$ cat config.mk
export PLATFORM = sky130hd
export DESIGN_NAME = pll_reset_sequencer
export DESIGN_NICKNAME = d
export VERILOG_FILES = /design/src/rtl/pll_seq_pkg.sv /design/src/rtl/seq_timer.sv /design/src/rtl/pll_reset_sequencer.sv
export SDC_FILE = /design/constraint.sdc
export NUM_CORES = 1
export LEC_CHECK = 0
export CORE_MARGIN = 5
export CORE_UTILIZATION = 50
export CTS_CLUSTER_DIAMETER = 40
export CTS_CLUSTER_SIZE = 24
export DETAILED_ROUTE_END_ITERATION = 12
export PLACE_DENSITY = 0.75
export REMOVE_ABC_BUFFERS = 1
export SYNTH_ARGS = -nofsm -noshare
export SYNTH_HDL_FRONTEND = slang
export SYNTH_SLANG_ARGS = --single-unit
$ cat constraint.sdc
create_clock -name refclk -period 1.9 [get_ports refclk]
set_input_delay 0.38 -clock refclk [delete_from_list [all_inputs] [get_ports refclk]]
set_output_delay 0.38 -clock refclk [all_outputs]
set_load 0.02 [all_outputs]
$ cat src/rtl/pll_seq_pkg.sv
// Shared state encoding, default timing constants and output decode for the
// PLL reset sequencer.
package pll_seq_pkg;

  localparam logic [2:0] ST_PLL_RST   = 3'd0;
  localparam logic [2:0] ST_WAIT_LOCK = 3'd1;
  localparam logic [2:0] ST_STABLE    = 3'd2;
  localparam logic [2:0] ST_VGA_UP    = 3'd3;
  localparam logic [2:0] ST_RUN       = 3'd4;
  localparam logic [2:0] ST_FAULT     = 3'd5;

  localparam int DEF_PLL_RST_CYCLES     = 4;
  localparam int DEF_LOCK_STABLE_CYCLES = 16;
  localparam int DEF_LOCK_TIMEOUT       = 1024;
  localparam int DEF_GAME_DELAY         = 8;
  localparam int DEF_MAX_RETRIES        = 3;

  typedef struct packed {
    logic pll_rst;
    logic vga_rst_n;
    logic game_rst_n;
    logic sys_ready;
    logic fault;
  } seq_out_t;

  // Moore decode: outputs are a pure function of the state they accompany.
  function automatic seq_out_t decode_state(input logic [2:0] st);
    seq_out_t o;
    o.pll_rst    = (st == ST_PLL_RST) || (st == ST_FAULT);
    o.vga_rst_n  = (st == ST_VGA_UP)  || (st == ST_RUN);
    o.game_rst_n = (st == ST_RUN);
    o.sys_ready  = (st == ST_RUN);
    o.fault      = (st == ST_FAULT);
    return o;
  endfunction

  function automatic int max_of(input int a, input int b);
    return (a > b) ? a : b;
  endfunction

endpackage

$ cat src/rtl/seq_timer.sv
// Loadable cycle counter: synchronous clear, count enable and a terminal-count
// flag against a limit that the owner may change every cycle.
module seq_timer #(
  parameter int CNT_W = 11
) (
  input  logic             i_clk,
  input  logic             i_rst_n,
  input  logic             i_clr,
  input  logic             i_en,
  input  logic [CNT_W-1:0] i_limit,
  output logic             o_tc
);

  logic [CNT_W-1:0] r_cnt;

  always_ff @(posedge i_clk) begin
    if (!i_rst_n || i_clr) r_cnt <= '0;
    else if (i_en)         r_cnt <= r_cnt + 1'b1;
  end

  assign o_tc = (r_cnt == i_limit);

endmodule

$ cat src/rtl/pll_reset_sequencer.sv
// Power-up reset sequencer: pulses the PLL, waits for a stable lock, then
// releases the VGA and game domains in order, retrying or faulting on timeout.
module pll_reset_sequencer
  import pll_seq_pkg::*;
#(
  parameter int PLL_RST_CYCLES     = DEF_PLL_RST_CYCLES,
  parameter int LOCK_STABLE_CYCLES = DEF_LOCK_STABLE_CYCLES,
  parameter int LOCK_TIMEOUT       = DEF_LOCK_TIMEOUT,
  parameter int GAME_DELAY         = DEF_GAME_DELAY,
  parameter int MAX_RETRIES        = DEF_MAX_RETRIES
) (
  input  logic       refclk,
  input  logic       rst_n,
  input  logic       pll_locked,
  output logic       pll_rst,
  output logic       vga_rst_n,
  output logic       game_rst_n,
  output logic       sys_ready,
  output logic       fault,
  output logic [1:0] retry_count,
  output logic [2:0] state
);

  localparam int CNT_MAX = max_of(max_of(PLL_RST_CYCLES, LOCK_STABLE_CYCLES),
                                  max_of(LOCK_TIMEOUT, GAME_DELAY));
  localparam int CNT_W   = $clog2(CNT_MAX + 1);
  localparam logic [1:0] RETRY_MAX = 2'(MAX_RETRIES);

  logic [2:0]       r_state;
  logic [1:0]       r_retry;
  seq_out_t         r_out;

  logic [2:0]       w_nxt;
  logic [1:0]       w_retry_nxt;
  logic [CNT_W-1:0] w_limit;
  logic             w_tc;
  logic             w_en;
  logic             w_clr;

  // STABLE compares against the full count so the lock has to be seen one
  // extra cycle; that places VGA release at lock edge + 1 + LOCK_STABLE_CYCLES.
  always_comb begin
    w_limit = '0;
    w_en    = 1'b1;
    case (r_state)
      ST_PLL_RST:   w_limit = CNT_W'(PLL_RST_CYCLES - 1);
      ST_WAIT_LOCK: w_limit = CNT_W'(LOCK_TIMEOUT - 1);
      ST_STABLE:    w_limit = CNT_W'(LOCK_STABLE_CYCLES);
      ST_VGA_UP:    w_limit = CNT_W'(GAME_DELAY - 1);
      default:      w_en    = 1'b0;
    endcase
  end

  always_comb begin
    w_nxt       = r_state;
    w_retry_nxt = r_retry;
    case (r_state)
      ST_PLL_RST: begin
        if (w_tc) w_nxt = ST_WAIT_LOCK;
      end
      ST_WAIT_LOCK: begin
        // Lock takes priority over a coincident timeout.
        if (pll_locked) w_nxt = ST_STABLE;
        else if (w_tc) begin
          if (r_retry < RETRY_MAX) begin
            w_retry_nxt = r_retry + 2'd1;
            w_nxt       = ST_PLL_RST;
          end else begin
            w_nxt = ST_FAULT;
          end
        end
      end
      ST_STABLE: begin
        if (!pll_locked) w_nxt = ST_WAIT_LOCK;
        else if (w_tc)   w_nxt = ST_VGA_UP;
      end
      ST_VGA_UP: begin
        if (!pll_locked) w_nxt = ST_WAIT_LOCK;
        else if (w_tc) begin
          w_nxt       = ST_RUN;
          w_retry_nxt = 2'd0;
        end
      end
      ST_RUN: begin
        if (!pll_locked) w_nxt = ST_WAIT_LOCK;
      end
      ST_FAULT: w_nxt = ST_FAULT;
      default:  w_nxt = ST_PLL_RST;
    endcase
  end

  assign w_clr = (w_nxt != r_state);

  seq_timer #(.CNT_W(CNT_W)) u_timer (
    .i_clk   (refclk),
    .i_rst_n (rst_n),
    .i_clr   (w_clr),
    .i_en    (w_en),
    .i_limit (w_limit),
    .o_tc    (w_tc)
  );

  // Outputs are decoded from the next state so they move with the state reg.
  always_ff @(posedge refclk) begin
    if (!rst_n) begin
      r_state <= ST_PLL_RST;
      r_retry <= 2'd0;
      r_out   <= decode_state(ST_PLL_RST);
    end else begin
      r_state <= w_nxt;
      r_retry <= w_retry_nxt;
      r_out   <= decode_state(w_nxt);
    end
  end

  assign pll_rst     = r_out.pll_rst;
  assign vga_rst_n   = r_out.vga_rst_n;
  assign game_rst_n  = r_out.game_rst_n;
  assign sys_ready   = r_out.sys_ready;
  assign fault       = r_out.fault;
  assign retry_count = r_retry;
  assign state       = r_state;

endmodule
==> impl_metrics.prom <==
# TYPE chip_impl_metric gauge
chip_impl_metric{name="number_of_global_route_vias_before_repair",unit=""} 1198
chip_impl_metric{name="post_drt_via_cell_ratio",unit=""} 5.70
chip_impl_info{name="critical_path.reg2reg.startpoint",value="u_timer.r_cnt[5]"} 1
chip_impl_metric{name="syn_area_per_cell",unit="um2"} 8.74
chip_impl_metric{name="fp-row-count",unit=""} 18
chip_impl_info{name="largest_cells_by_area_after_synthesis",value="sky130_fd_sc_hd__dfxtp_1, sky130_fd_sc_hd__mux2i_1, sky130_fd_sc_hd__nor2_1"} 1
chip_impl_metric{name="final-hold-violation-count",unit=""} 0
chip_impl_info{name="synth_area_leader_cell",value="sky130_fd_sc_hd__dfxtp_1"} 1
chip_impl_info{name="outcome",value="finished, violations left"} 1
chip_impl_metric{name="holdBufCountCts",unit=""} 0
chip_impl_metric{name="worst_hold_path.num_cells",unit=""} 2
chip_impl_metric{name="core",unit="um2"} 2430
chip_impl_metric{name="cts_htree_levels",unit=""} 1
chip_impl_metric{name="via_count",unit=""} 1253
chip_impl_metric{name="placement.io_buffers",unit=""} 12
chip_impl_metric{name="maximum_fanout_along_the_worst_path",unit=""} 5
chip_impl_metric{name="layout-drive-gt1-share",unit="%"} 35.8
chip_impl_metric{name="die_area",unit="um2"} 3620
chip_impl_metric{name="fmax",unit="GHz"} 0.496
chip_impl_metric{name="gp_routability_congestion",unit=""} 0.953
chip_impl_metric{name="leakagePower",unit="nW"} 0.750
chip_impl_metric{name="overall_routing_resource_usage",unit="%"} 19.4
chip_impl_metric{name="largest_net_degree_at_the_start_of_global_routing",unit=""} 13
chip_impl_info{name="reg2reg_to",value="retry_count[0]"} 1
chip_impl_info{name="ys_dominant_reg_cell",value="sky130_fd_sc_hd__dfxtp_1"} 1
chip_impl_info{name="holdCritStartpoint",value="retry_count[1]"} 1
chip_impl_metric{name="diodes",unit=""} 0
chip_impl_metric{name="skew",unit="ns"} 0.00374
chip_impl_metric{name="slew-limit-headroom",unit="%"} 68.3
chip_impl_metric{name="detail_route.drc_violations",unit=""} 0
chip_impl_metric{name="start_util",unit="%"} 51.7
chip_impl_info{name="setup_repair_after_global_routing_missed_its_margin",value="yes"} 1
chip_impl_metric{name="layout_min_cycle_time",unit="ns"} 2.02
chip_impl_metric{name="synth_seq_cells",unit=""} 20
chip_impl_info{name="hold_path_end",value="retry_count[1]"} 1
chip_impl_metric{name="setup_tns",unit="ns"} -1.12
chip_impl_metric{name="chipHeight",unit="um"} 60.2
chip_impl_metric{name="syn_to_final_growth",unit="%"} 41.8
chip_impl_info{name="hp-class",value="register to register"} 1
chip_impl_metric{name="cts_made_buffers",unit=""} 3
chip_impl_metric{name="syn_area",unit="um2"} 1260
chip_impl_metric{name="synth_edf_count",unit=""} 0
chip_impl_metric{name="layout_setup_ws",unit="ns"} -0.116
chip_impl_metric{name="cts.clk_slew.worst_paths",unit="ns"} 0.11
chip_impl_info{name="cts-root-buf",value="sky130_fd_sc_hd__clkbuf_4"} 1
chip_impl_metric{name="synth_largest_type_area_fraction",unit="%"} 31.8
chip_impl_metric{name="reg2regPathDepth",unit=""} 6
chip_impl_info{name="kind_of_critical_path",value="register to register"} 1
chip_impl_metric{name="timing.max_cap.violations",unit=""} 0
chip_impl_metric{name="setup_viol_count_final",unit=""} 17
chip_impl_metric{name="synth-async-reset-ratio",unit="%"} 0
chip_impl_metric{name="clock_tree.buffer_depth",unit=""} 2
chip_impl_metric{name="yosysWarnings",unit=""} 0
chip_impl_metric{name="power.ir.vdd_worst",unit="uV"} 517
chip_impl_metric{name="worst_slew_pin_slew",unit="ns"} 0.472
chip_impl_metric{name="detailedRoute.firstIterationViolations",unit=""} 46
chip_impl_metric{name="worst_skew_pair.late_latency",unit="ns"} 0.31
chip_impl_metric{name="tcrit_tclk_final",unit="%"} 106
chip_impl_metric{name="ant_nets",unit=""} 0
chip_impl_info{name="cts_tree",value="yes"} 1
chip_impl_metric{name="synth.yosys.seq_area_share",unit="%"} 31.8
chip_impl_metric{name="finalNetCount",unit=""} 196
chip_impl_metric{name="drt_first_pass_iters",unit=""} 4
chip_impl_info{name="critPathLaunch",value="u_timer.r_cnt[5]"} 1
chip_impl_metric{name="cp.arrival",unit="ns"} 2.26
chip_impl_metric{name="ioPinCount",unit=""} 13
chip_impl_metric{name="floorplan.die.width",unit="um"} 60.2
chip_impl_info{name="leading_cell_type_in_the_layout_fill_and_taps_excluded",value="sky130_fd_sc_hd__buf_4"} 1
chip_impl_metric{name="slew_violations",unit=""} 0
chip_impl_metric{name="distinct_cells_synth",unit=""} 47
chip_impl_metric{name="netlist_instances",unit=""} 144
chip_impl_info{name="failed_checks",value="negative setup slack"} 1
chip_impl_metric{name="worstPathRequired",unit="ns"} 2.14
chip_impl_metric{name="register_to_register_setup_slack",unit="ns"} -0.12
chip_impl_metric{name="placement.setup.worst_slack",unit="ns"} -0.399
chip_impl_metric{name="dp.final_hpwl",unit="um"} 2310
chip_impl_metric{name="grt_antenna_before_repair",unit=""} 0
chip_impl_metric{name="grt_pass1_wl",unit="um"} 5260
chip_impl_metric{name="cts.sinks",unit=""} 20
chip_impl_metric{name="avgRoutedWirePerCell",unit="um"} 14.7
chip_impl_metric{name="power-per-cell-area",unit="nW/um2"} 661
chip_impl_info{name="setup.worst_path.end_class",value="register"} 1
chip_impl_metric{name="grt-ovfl-total",unit=""} 0
chip_impl_metric{name="detail_route.wirelength",unit="um"} 3230
chip_impl_info{name="critical_path.startpoint_type",value="register"} 1
chip_impl_info{name="mostFrequentLayoutCells",value="sky130_fd_sc_hd__buf_4, sky130_fd_sc_hd__nor2_1, sky130_fd_sc_hd__dfxtp_1"} 1
[timing repair]
action / 4_1_cts / 5_1_grt
endpoints found under the setup margin: 20 / 21
setup buffers: 2 / 1
pin swaps: 12 / 5
cloned: 0 / 0
gates resized for setup: 18 / 7
[stage by stage]
step | std cells | cell area [um2] | total power, mW | hold WS, ns | util (%)
6_report | 220 | 1790 | 1.18 | 0.571 | 73.4
5_1_grt | 220 | 1790 | 1.25 | 0.605 | 73.4
4_1_cts | 219 | 1760 | 1.17 | 0.579 | 72.3
3_5_place_dp | 213 | 1640 | 0.874 | 0.546 | 67.3
3_3_place_gp | 213 | 1640 | 0.861 | 0.524 | 67.3
2_1_floorplan | 136 | 1220 | 0.698 | 0.502 | -
[metal layers]
layer | wire (um) | vias to the layer above | part of all wire [%] | track usage [%]
met5 | 0 | - | 0 | 0
met4 | 76 | 0 | 2.4 | 8.54
met3 | 176 | 10 | 5.4 | 3.89
met2 | 1590 | 45 | 49 | 33.6
met1 | 1400 | 596 | 43 | 22.7
li1 | - | 602 | - | -
[power by group]
part | leakage (nW) | total, mW | switching, mW | internal (mW)
logic | 0.565 | 0.457 | 0.215 | 0.241
registers | 0.164 | 0.473 | 0.0242 | 0.449
clock network | 0.0210 | 0.252 | 0.134 | 0.117
total | 0.750 | 1.18 | 0.374 | 0.807
[cells in the mapped netlist (2+ instances only)]
cell type / instances
sky130_fd_sc_hd__clkbuf_1: 4
sky130_fd_sc_hd__and2_1: 5
sky130_fd_sc_hd__ha_1: 2
sky130_fd_sc_hd__nand2_1: 12
sky130_fd_sc_hd__a21oi_1: 2
sky130_fd_sc_hd__a31oi_1: 3
sky130_fd_sc_hd__o31ai_1: 2
sky130_fd_sc_hd__o211a_1: 3
sky130_fd_sc_hd__nand4_1: 3
sky130_fd_sc_hd__dfxtp_1: 20
sky130_fd_sc_hd__nand3b_1: 2
sky130_fd_sc_hd__nor2_1: 16
sky130_fd_sc_hd__and3_1: 2
sky130_fd_sc_hd__nor2b_1: 5
sky130_fd_sc_hd__nand3_1: 2
sky130_fd_sc_hd__xor2_1: 5
sky130_fd_sc_hd__inv_1: 3
sky130_fd_sc_hd__o21ai_0: 8
sky130_fd_sc_hd__nor3_1: 8
sky130_fd_sc_hd__xnor2_1: 5
sky130_fd_sc_hd__mux2i_1: 6
[critical path: stages (launching register included)]
cell	delay, ns
sky130_fd_sc_hd__dfxtp_2	0.34
sky130_fd_sc_hd__or4_4	0.54
sky130_fd_sc_hd__nor4_4	0.16
sky130_fd_sc_hd__a31o_4	0.17
sky130_fd_sc_hd__nand3_2	0.08
sky130_fd_sc_hd__or4_1	0.48
sky130_fd_sc_hd__a31oi_1	0.18
[how the worst max path moves through the flow]
stage / to / slack, ns / depth (start not counted)
global placement: pll_rst / -0.30 / 7
global route: retry_count[0] / -0.19 / 6
floorplan: u_timer.r_cnt[1] / -0.44 / 6
detailed placement: pll_rst / -0.40 / 7
CTS: retry_count[0] / -0.13 / 6
finish: retry_count[0] / -0.12 / 6
[flip-flops by register name, indices dropped and copies added, names as in the netlist]
name and count:
u_timer.r_cnt 11, state 3, retry_count 2, fault 1, pll_rst 1, sys_ready 1, vga_rst_n 1
[final cells by class]
type | instances | area, um2
clock buffers | 4 | 36.3
flip-flops and latches | 20 | 409
multi-input cells | 113 | 877
fillers | 182 | 647
inverters | 3 | 11.3
repair buffers | 50 | 414
well taps | 30 | 37.5
[kinds of logic (layout without fill, tap and decap cells)]
kind of cell	count (synthesis)	count (layout)	synth area share, %
simple gates	66	66	30.5
mux	6	6	4.77
compound gates	28	28	17.5
xor+xnor	11	11	9.15
fa+ha+maj	2	2	1.99
flops	20	20	31.8
buf+inv	11	57	4.27
Power figures use the tool's default switching activity.
==> RTL edit 1: new RTL, config.mk and constraints unchanged <==
Change the package constant `DEF_LOCK_STABLE_CYCLES` from 16 to 32.
--- a/src/rtl/pll_seq_pkg.sv
+++ b/src/rtl/pll_seq_pkg.sv
@@ -10,7 +10,7 @@
   localparam logic [2:0] ST_FAULT     = 3'd5;
 
   localparam int DEF_PLL_RST_CYCLES     = 4;
-  localparam int DEF_LOCK_STABLE_CYCLES = 16;
+  localparam int DEF_LOCK_STABLE_CYCLES = 32;
   localparam int DEF_LOCK_TIMEOUT       = 1024;
   localparam int DEF_GAME_DELAY         = 8;
   localparam int DEF_MAX_RETRIES        = 3;
Formal check against the unedited RTL: no difference found for any inputs over 10 cycles, from zero or initial values and one cycle with rst_n low; that may be too few to reach the edited logic, so the function may still have changed.
==> RTL edit 1 against the unedited design <==
The run still ends with setup timing left. Critical path depth unchanged. Total power rose by 5.4%. Area after synthesis fell by 0.60%. Routed wire length increased by 14%. Synthesized cell count rose by 9.0%. Sequential power grew 3%. Count of clock-buffer cells in the layout stayed put. Cell area shrank 2.9%. Sequential cell count is the same. Die area fell by 0.50%. Combinational power grew 11%. Setup slack worse by 49 ps. Critical path type unchanged.
==> RTL edit 1: results (changes against the unedited design) <==
[synth] xor and xnor area share after synthesis 0.0700 [was 0.0915]
[final_layout] filler-free cell count of the finished design 223 [was 220]
[drt] number of DRC violations after detailed-routing iteration 0 64 [was 46]
[global_routing] first-pass GRT wire length 6020 um [was 5260 um]
[pwr] maximum vdd drop 0.623 mV [was 0.517 mV]
[outcome] status finished with violations [unchanged]
[final_layout] share of post-route cells with drive strength above 1 0.347 [was 0.358]
[synth] top cells by count, synth sky130_fd_sc_hd__dfxtp_1, sky130_fd_sc_hd__nor2_1, sky130_fd_sc_hd__nand2_1, sky130_fd_sc_hd__a21oi_1, sky130_fd_sc_hd__nor3_1 [was sky130_fd_sc_hd__dfxtp_1, sky130_fd_sc_hd__nor2_1, sky130_fd_sc_hd__nand2_1, sky130_fd_sc_hd__nor3_1, sky130_fd_sc_hd__o21ai_0]
[synth] syn_area_per_cell 7.97 um2 [was 8.74 um2]
[global_routing] Overall Global Routing Usage 0.222 [was 0.194]
[clocking] number of gates resized after CTS 20 [was 18]
[synth] top cells by area in the synthesized netlist sky130_fd_sc_hd__dfxtp_1, sky130_fd_sc_hd__nor2_1, sky130_fd_sc_hd__nand2_1, sky130_fd_sc_hd__xnor2_1, sky130_fd_sc_hd__a21oi_1 [was sky130_fd_sc_hd__dfxtp_1, sky130_fd_sc_hd__mux2i_1, sky130_fd_sc_hd__nor2_1, sky130_fd_sc_hd__nand2_1, sky130_fd_sc_hd__xnor2_1]
[pwr] switching part of the total 0.365 [was 0.317]
[drt] via total after detailed routing 1,387 [was 1,253]
[clocking] number of setup buffers added after CTS 1 [was 2]
[final_layout] Final #Nets 199 [was 196]
[sta] setup skew after layout 9.64 ps [was 3.74 ps]
[outcome] failing checks setup timing [unchanged]
[sta] Final WS setup -165 ps [was -116 ps]
[sta] setup-violating endpoint count in the final report 14 [was 17]
[synth] sequential fraction of the synthesis area 0.320 [was 0.318]
[sta] aggregate negative setup slack -584 ps [was -1120 ps]
[synth] compound-gate portion of the synthesized area 0.245 [was 0.175]
[sta] relative max-transition margin 0.720 [was 0.683]
[setup_path] gate family responsible for the most delay along the worst path compound AO/OA/AOI/OAI gates [was simple AND/OR/NAND/NOR gates]
[placement] HPWL after detailed placement 2540 um [was 2310 um]
[synth] share of cell area taken by muxes after synthesis 0 [was 0.0477]
[RTL edit 1: cell families after synthesis]
family / Yosys count
and+or+nand+nor: 65
AOI/OAI and AO/OA: 42
DFF: 20
buffers and inverters: 18
xor gates and xnor gates: 10
adders and majority gates: 2
[RTL edit 1: final timing paths]
path	startpoint	cells past startpoint	end	slack, ps
worst max-delay path	u_timer.r_cnt[8]$_SDFFE_PP0P_	6	state[0]$_SDFF_PN0_	-170
worst min-delay path	u_timer.r_cnt[2]$_SDFFE_PP0P_	2	u_timer.r_cnt[2]$_SDFFE_PP0P_	560
worst max register to register	u_timer.r_cnt[8]$_SDFFE_PP0P_	6	state[0]$_SDFF_PN0_	-170
worst min register to register	u_timer.r_cnt[2]$_SDFFE_PP0P_	2	u_timer.r_cnt[2]$_SDFFE_PP0P_	560
[RTL edit 1: worst reg2reg max path, delay by kind of cell (launching register included)]
family / cells / cell delay, ps
buf+inv: 1 / 180
simple gates: 2 / 660
flops: 1 / 360
compound gates: 3 / 740
[RTL edit 1: per-stage QoR]
stage                     setup slack [ps]  power [uW]  area [um2]
after global placement                -126         886        1540
after detailed placement              -256         905        1540
after CTS                            -39.3        1180        1640
after floorplan                       -410         731        1180
final                                 -165        1240        1730
after global routing                  -190        1320        1730
[RTL edit 1: per-layer routing]
metal | up-vias | routed length [um] | share of wire | GRT usage
li1 | 651 | - | - | -
met1 | 670 | 1530 | 0.41 | 0.280
met2 | 52 | 1830 | 0.50 | 0.356
met3 | 14 | 178 | 0.048 | 0.0259
met4 | 0 | 153 | 0.041 | 0.139
met5 | - | 0 | 0 | 0
[RTL edit 1: final cells by class]
cell class,count,area [um2]
Multi-Input combinational cell,119,865
Fill cell,185,699
Sequential cell,20,412
Timing Repair Buffer,43,357
Tap cell,30,37.5
Clock buffer,4,36.3
Inverter,7,26.3
==> RTL edit 2: new RTL, same flow settings <==
Without the edit above. Reset style: asynchronous (`rst_n`), changed in one clocked block.
--- a/src/rtl/pll_reset_sequencer.sv
+++ b/src/rtl/pll_reset_sequencer.sv
@@ -101,7 +101,7 @@
   );
 
   // Outputs are decoded from the next state so they move with the state reg.
-  always_ff @(posedge refclk) begin
+  always_ff @(posedge refclk or negedge rst_n) begin
     if (!rst_n) begin
       r_state <= ST_PLL_RST;
       r_retry <= 2'd0;
Behaviour: differs if rst_n is asserted again (counterexample within 10 cycles, from zero or initial values and one cycle with rst_n low); with rst_n held inactive, the same outputs for 10 cycles.
==> RTL edit 2 against the unedited design <==
Die area down 2.6%. Area after synthesis down 3.1%. Routed wire length up 27%. Core utilization up 11 points. The run still ends with setup timing left. Sequential cell count unchanged. Setup slack worse by 270 ps. Critical endpoint is now retry_count[1]$_DFFE_PN0P_. Cell area up 7.3%.
Power is not compared: it rests on default switching activity, and its combinational part moved more than twofold at a synthesized area within 25%.
==> RTL edit 2: results (changes against the unedited design) <==
[synth] Post-Syn Instances 142 [was 144]
[placement] dpl cell area 1620 um2 [was 1640 um2]
[outcome] status finished with violations [unchanged]
[setup_path] data arrival time of the critical path 2490 ps [was 2260 ps]
[sta] Worst-Margin Slew 518 ps [was 472 ps]
[sta] setup skew after layout 8.83 ps [was 3.74 ps]
[setup_path] beginning of the worst register-to-register path state[2]$_DFF_PN0_ [was u_timer.r_cnt[5]$_SDFFE_PP0P_]
[drt] number of DRC violations after detailed-routing iteration 0 64 [was 46]
[min_path] worst min-delay path class input pin to asynchronous set/reset pin [was flip-flop to flip-flop]
[drt] TritonRoute pass-1 iters 5 [was 4]
[sta] setup-violating endpoint count in the final report 18 [was 17]
[drt] Detailed Route WL 4100 um [was 3230 um]
[synth] sequential fraction of the synthesis area 0.366 [was 0.318]
[synth] Unique masters post-synth 45 [was 47]
[synth] share of async-settable or async-resettable flops after synthesis 0.450 [was 0]
[synth] top cells by count, synth sky130_fd_sc_hd__nor3_1, sky130_fd_sc_hd__dfxtp_1, sky130_fd_sc_hd__nor2_1 [was sky130_fd_sc_hd__dfxtp_1, sky130_fd_sc_hd__nor2_1, sky130_fd_sc_hd__nand2_1, sky130_fd_sc_hd__nor3_1, sky130_fd_sc_hd__o21ai_0]
[setup_path] top fanout value on the critical path 6 [was 5]
[outcome] failing checks setup timing [unchanged]
[sta] Post-Route Hold Slack 406 ps [was 571 ps]
[global_routing] Overall Global Routing Usage 0.209 [was 0.194]
[drt] via total after detailed routing 1,396 [was 1,253]
[placement] routability-driven placement congestion ratio 0.897 [was 0.953]
[placement] cell count after placement 211 [was 213]
[final_layout] Final #Nets 201 [was 196]
[synth] top cells by area in the synthesized netlist sky130_fd_sc_hd__dfxtp_1, sky130_fd_sc_hd__dfrtp_1, sky130_fd_sc_hd__nor3_1, sky130_fd_sc_hd__xor2_1, sky130_fd_sc_hd__nor2_1 [was sky130_fd_sc_hd__dfxtp_1, sky130_fd_sc_hd__mux2i_1, sky130_fd_sc_hd__nor2_1, sky130_fd_sc_hd__nand2_1, sky130_fd_sc_hd__xnor2_1]
[sta] Final WS setup -385 ps [was -116 ps]
[setup_path] endpoint of the worst-slack reg-to-reg timing path retry_count[1]$_DFFE_PN0P_ [was retry_count[0]$_SDFFE_PN0P_]
[global_routing] first-pass GRT wire length 5580 um [was 5260 um]
[global_routing] number of global-route vias before repair 1,276 [was 1,198]
[final_layout] share of post-route cells with drive strength above 1 0.421 [was 0.358]
[placement] HPWL after detailed placement 2450 um [was 2310 um]
[final_layout] layout filler cell count 107 [was 182]
==> RTL edit 2: stage by stage <==
step	setup TNS [ps]	setup slack, ps	utilization
5_1_grt	-4640	-438	0.842
6_report	-3340	-385	0.842
3_3_place_gp	-2010	-306	0.712
3_5_place_dp	-2550	-332	0.712
2_1_floorplan	-7750	-686	-
4_1_cts	-1150	-334	0.748
==> RTL edit 2: how the worst max path moves through the flow <==
stage,to,cells after the start
CTS,retry_count[0]$_DFFE_PN0P_,5
floorplan,retry_count[0]$_DFFE_PN0P_,5
detailed placement,retry_count[0]$_DFFE_PN0P_,5
finish,retry_count[1]$_DFFE_PN0P_,6
global placement,retry_count[0]$_DFFE_PN0P_,6
global route,retry_count[1]$_DFFE_PN0P_,6
==> RTL edit 2: where the power goes <==
group          internal (uW)  switching (uW)
Sequential               504            67.2
Combinational            674             691
Clock                   82.2             136
Total                   1260             895
==> RTL edit 2: cell type report <==
cell class	count	area share
multi-input cells	110	0.467
repair buffers	58	0.259
flip-flops and latches	20	0.236
well taps	28	0.0183
clock buffers	4	0.0137
inverters	3	0.00588
==> RTL edit 2: cell families after synthesis <==
group,share of synthesized area
mux,0.0410
xor+xnor,0.0790
flops,0.366
simple gates,0.302
buf+inv,0.0410
fa+ha+maj,0.0205
compound gates,0.151
==> RTL edit 2: metal layers <==
metal | vias to the layer above | GRT usage | part of all wire
li1 | 633 | - | -
met1 | 674 | 0.243 | 0.39
met2 | 65 | 0.362 | 0.51
met3 | 24 | 0.0261 | 0.050
met4 | 0 | 0.123 | 0.054
met5 | - | 0 | 0
==> RTL edit 2: repair_timing <==
item | 4_1_cts | 5_1_grt
setup endpoints to repair | 21 | 21
setup buffers | 2 | 9
resized for setup | 12 | 39
pin swaps | 3 | 15
